File: src/rtl/car_motion_fsm.sv
// Car motion controller: turns debounced button levels and a per-frame tick into
// a clamped horizontal car position plus Moore status flags for the renderer.
module car_motion_fsm #(
  parameter int X_WIDTH = 10,
  parameter int X_MIN   = 200,
  parameter int X_MAX   = 400,
  parameter int X_INIT  = 300,
  parameter int STEP    = 2
) (
  input  logic               clk,
  input  logic               rst,
  input  logic               btnc,
  input  logic               btnr,
  input  logic               btnl,
  input  logic               frame_tick,
  output logic [X_WIDTH-1:0] car_x,
  output logic [2:0]         current_state,
  output logic               move_right,
  output logic               move_left,
  output logic               reset_car_pos,
  output logic               stop
);

  typedef enum logic [2:0] {
    IDLE    = 3'd0,
    RIGHT   = 3'd1,
    LEFT    = 3'd2,
    COLLIDE = 3'd3,
    RESET   = 3'd4
  } state_t;

  localparam logic [X_WIDTH:0]   MAX_W    = (X_WIDTH+1)'(X_MAX);
  localparam logic [X_WIDTH:0]   LEFT_LIM = (X_WIDTH+1)'(X_MIN + STEP);
  localparam logic [X_WIDTH:0]   STEP_W   = (X_WIDTH+1)'(STEP);
  localparam logic [X_WIDTH-1:0] STEP_X   = X_WIDTH'(STEP);
  localparam logic [X_WIDTH-1:0] MAX_X    = X_WIDTH'(X_MAX);
  localparam logic [X_WIDTH-1:0] MIN_X    = X_WIDTH'(X_MIN);
  localparam logic [X_WIDTH-1:0] INIT_X   = X_WIDTH'(X_INIT);

  state_t             state, state_next;
  logic [X_WIDTH-1:0] x_next;
  logic [X_WIDTH:0]   sum_r;
  logic [X_WIDTH:0]   x_ext;
  logic               move_en;
  logic               hit;

  // One extra bit on the right-hand sum so an overflow can never wrap past X_MAX.
  assign sum_r   = {1'b0, car_x} + STEP_W;
  assign x_ext   = {1'b0, car_x};
  assign move_en = frame_tick && !btnc;

  always_ff @(posedge clk) begin
    if (rst) begin
      state <= IDLE;
      car_x <= INIT_X;
    end else begin
      state <= state_next;
      car_x <= x_next;
    end
  end

  always_comb begin
    x_next     = car_x;
    hit        = 1'b0;
    state_next = state;

    case (state)
      RIGHT: begin
        if (move_en) begin
          if (sum_r > MAX_W) begin
            x_next = MAX_X;
            hit    = 1'b1;
          end else begin
            x_next = sum_r[X_WIDTH-1:0];
          end
        end
      end
      LEFT: begin
        if (move_en) begin
          if (x_ext < LEFT_LIM) begin
            x_next = MIN_X;
            hit    = 1'b1;
          end else begin
            x_next = car_x - STEP_X;
          end
        end
      end
      RESET:   x_next = INIT_X;
      default: x_next = car_x;
    endcase

    // Centre button outranks a boundary hit, which outranks direction buttons.
    case (state)
      IDLE, RIGHT, LEFT: begin
        if (btnc)               state_next = RESET;
        else if (hit)           state_next = COLLIDE;
        else if (btnr && !btnl) state_next = RIGHT;
        else if (btnl && !btnr) state_next = LEFT;
        else                    state_next = IDLE;
      end
      COLLIDE: state_next = btnc ? RESET : COLLIDE;
      RESET:   state_next = btnc ? RESET : IDLE;
      default: state_next = IDLE;
    endcase
  end

  assign current_state = state;
  assign move_right    = (state == RIGHT);
  assign move_left     = (state == LEFT);
  assign reset_car_pos = (state == RESET);
  assign stop          = (state == COLLIDE);

endmodule

File: config.mk
export PLATFORM = sky130hd
export DESIGN_NAME = car_motion_fsm
export DESIGN_NICKNAME = d
export VERILOG_FILES = /design/src/rtl/car_motion_fsm.sv
export SDC_FILE = /design/constraint.sdc
export NUM_CORES = 1
export LEC_CHECK = 0
export ABC_AREA = 0
export CAP_MARGIN = 10
export CORE_UTILIZATION = 54
export DETAILED_ROUTE_END_ITERATION = 7
export MAX_ROUTING_LAYER = met4
export PLACE_DENSITY_LB_ADDON = 0.3
export SYNTH_ARGS = -nofsm -noshare
export SYNTH_HDL_FRONTEND = slang
export SYNTH_SLANG_ARGS = --single-unit
File: constraint.sdc
create_clock -name clk -period 3.6 [get_ports clk]
set_clock_uncertainty 0.15 [all_clocks]
set_input_delay 0.36 -clock clk [delete_from_list [all_inputs] [get_ports clk]]
set_output_delay 0.36 -clock clk [all_outputs]
set_load 0.02 [all_outputs]
==> flow_summary.toml <==
[sta]
slew_headroom_pct = 56.5
drv_slew = 0
setup-tns-final_ns = 0
rsz0062_at_grt = "false"
worst_pin_slew_ns = 0.650
timing.final.crit_share_pct = 70.5
setup_viol = 0
whs_ns = 0.412
layout_min_cycle_time_ns = 2.54
clock.fmax_mhz = 394
finalHoldViolations = 0

[route]
drt_iter0_drc = 60
vias = 1284
avgViaCountPerCell = 6.69
post-route-drc-count = 0
dr.pass1.iters = 4
routedWlPerCell_um = 16.7
ant_nets = 0
drt_wl_total_mm = 3.20

[clocking]
numCtsBuffers = 3
cts_tree = "done"
cts.reportedPaths.clkPinSlew_ns = 0.08
insertion_delay_ns = 0.30
cts_sinks = 12
post_cts_buffers = 0
h-tree-depth = 1
clockRootBuffer = "clkbuf_4"
holdBufCountCts = 0
post_cts_resized = 0
cts_max_path_buffers = 2

[setup_path]
cpPeakStageDelay_ns = 0.62
crit_family = "buffers and inverters"
critPathLaunchType = "register"
worstSetupPathType = "register to output port"
cp_slowest_cell = "clkdlybuf4s50_1"
end_kind = "output port"
cp_data_required_time_ns = 3.09
crit_fanout = 9
cp_num_buf_inv = 2
reg2reg_depth = 8
crit_chain = "or3b_1 -> inv_1 -> clkdlybuf4s50_1"
cp.depth = 3
cp.arrival_ns = 2.03

[placement]
hpwl_mm = 2.27
gp_congestion = 0.912
portBuffers = 21
dp_cells = 188

[yosys]
synth_ff_type = "dfxtp_1"
synth_top_cells_by_count = "15 x a21oi_1, 12 x dfxtp_1, 11 x nand2_1, 11 x o21ai_0"
yosysMostFrequentCell = "a21oi_1"
synth_area_leaders = "dfxtp_1 22%, a21oi_1 6.8%, o21ai_0 5.0%"
ys_ff_latch = 12
synthArstFlopShare_pct = 0
yosys.area.top_type = "dfxtp_1"
yosys_warnings = 0
netlist_instances = 154
synth_top_area_share_pct = 21.8
synth_edf_count = 0
netlist_area_um2 = 1100
avgSynthCellArea_um2 = 7.17
synth_nets = 162
ys_seq_area_share_pct = 21.8
synthDistinctLibCells = 46

[floorplanning]
fp.dieH_um = 47.2
ios = 23
die_x_um = 47.2
start_util_pct = 60.6
core_um2 = 1820
num_rows = 15
fp.dieArea_um2 = 2230

[global_route]
grt-ovfl-total = 0
grt_pass1_vias = 1114
grt_pass1_wl_mm = 4.93
grt_start_max_net_pins = 17
grt.total_usage_pct = 33.3
antenna_found_initial = 0

[final_layout]
final_core_util_pct = 72.3
drive_gt1_share_pct = 6.59
final_nets = 176
diodes = 0
final_cells = 192
area_delta_synth_final_pct = 19.3

[power_and_ir_drop]
p_sw_mw = 0.102
seqPwrFrac_pct = 44.4
leakage_nw = 0.490
internal-power_mw = 0.225
clkPwrFrac_pct = 36.1
peakVddDrop_mv = 0.222
p_per_area_nw_per_um2 = 249
p_comb_share_pct = 19.6
switching_share_pct = 31.2
total_power_mw = 0.327

[worst_hold_path]
min_path_type = "register to register"
holdPathStages = 2

[flow_run]
max_cap_viol_count = 0

[status]
status = "complete, no violations"
-- kinds of logic (layout without fill, tap and decap cells) --
kind of cell / after synthesis / in the layout / synth area share [%]
AND/OR/NAND/NOR: 61 / 61 / 30.6
AO/OA/AOI/OAI: 53 / 53 / 31.9
buffers and inverters: 19 / 32 / 8.28
flip-flops: 12 / 12 / 21.8
XOR/XNOR: 5 / 5 / 3.97
adder cells (fa/ha/maj): 2 / 2 / 2.27
other: 1 / 1 / 0.340
multiplexers: 1 / 1 / 0.907
-- layer usage --
layer | vias up | track usage, % | part of all wire (%)
li1 | 591 | - | -
met1 | 586 | 39.7 | 40
met2 | 87 | 52.2 | 47
met3 | 20 | 6.92 | 8.8
met4 | 0 | 17.7 | 3.7
met5 | - | - | 0
-- registers in the layout (all words and copies together), names as in the netlist --
register       flops
car_x              9
current_state      3
-- worst paths after layout --
kind	start	endpoint	slack (ns)
setup / recovery	current_state[1]	move_left	1.06
hold / removal	car_x[9]	car_x[9]	0.41
setup reg to reg	car_x[1]	car_x[3]	1.19
hold reg to reg	car_x[9]	car_x[9]	0.41
-- per-stage QoR --
stage	setup WS (ns)	area (um2)
floorplan	1.33	1100
global placement	1.27	1280
detailed placement	1.23	1280
CTS	1.10	1320
global route	0.971	1320
finish	1.06	1320
-- power by group through the flow --
stage	combinational (mW)	sequential (mW)	clock (mW)
finish	0.0641	0.145	0.118
global route	0.0687	0.146	0.120
CTS	0.0627	0.145	0.113
detailed placement	0.0623	0.148	0
global placement	0.0618	0.148	0
floorplan	0.0429	0.146	0
-- worst register-to-register path, delay by kind of cell, from the launching register on --
kind                     cells  cell delay [ns]
adder cells (fa/ha/maj)      1             0.36
buffers and inverters        1             0.15
flip-flops                   1             0.51
AO/OA/AOI/OAI                5             1.00
AND/OR/NAND/NOR              1             0.16
-- cell usage in the layout (no fill, tap or decap), types with 3 or more instances in the layout --
cell type        count
a31oi_1              6
and3b_1              3
xor2_1               3
nor2_1              10
clkbuf_4             3
nor3_1              10
and3_1               3
a21oi_1             15
clkdlybuf4s50_1     21
dfxtp_1             12
o21ai_0             11
nand3_1              5
inv_1                7
nand2_1             11
a21boi_0             4
nand2b_1             6
-- layout make-up --
class                   instances  area [um2]
fillers                       154         504
repair buffers                 21         210
inverters                       7        26.3
multi-input cells             123         772
well taps                      25        31.3
flip-flops and latches         12         240
clock buffers                   4        36.3
Note: power is estimated with default switching activity, not from simulation.
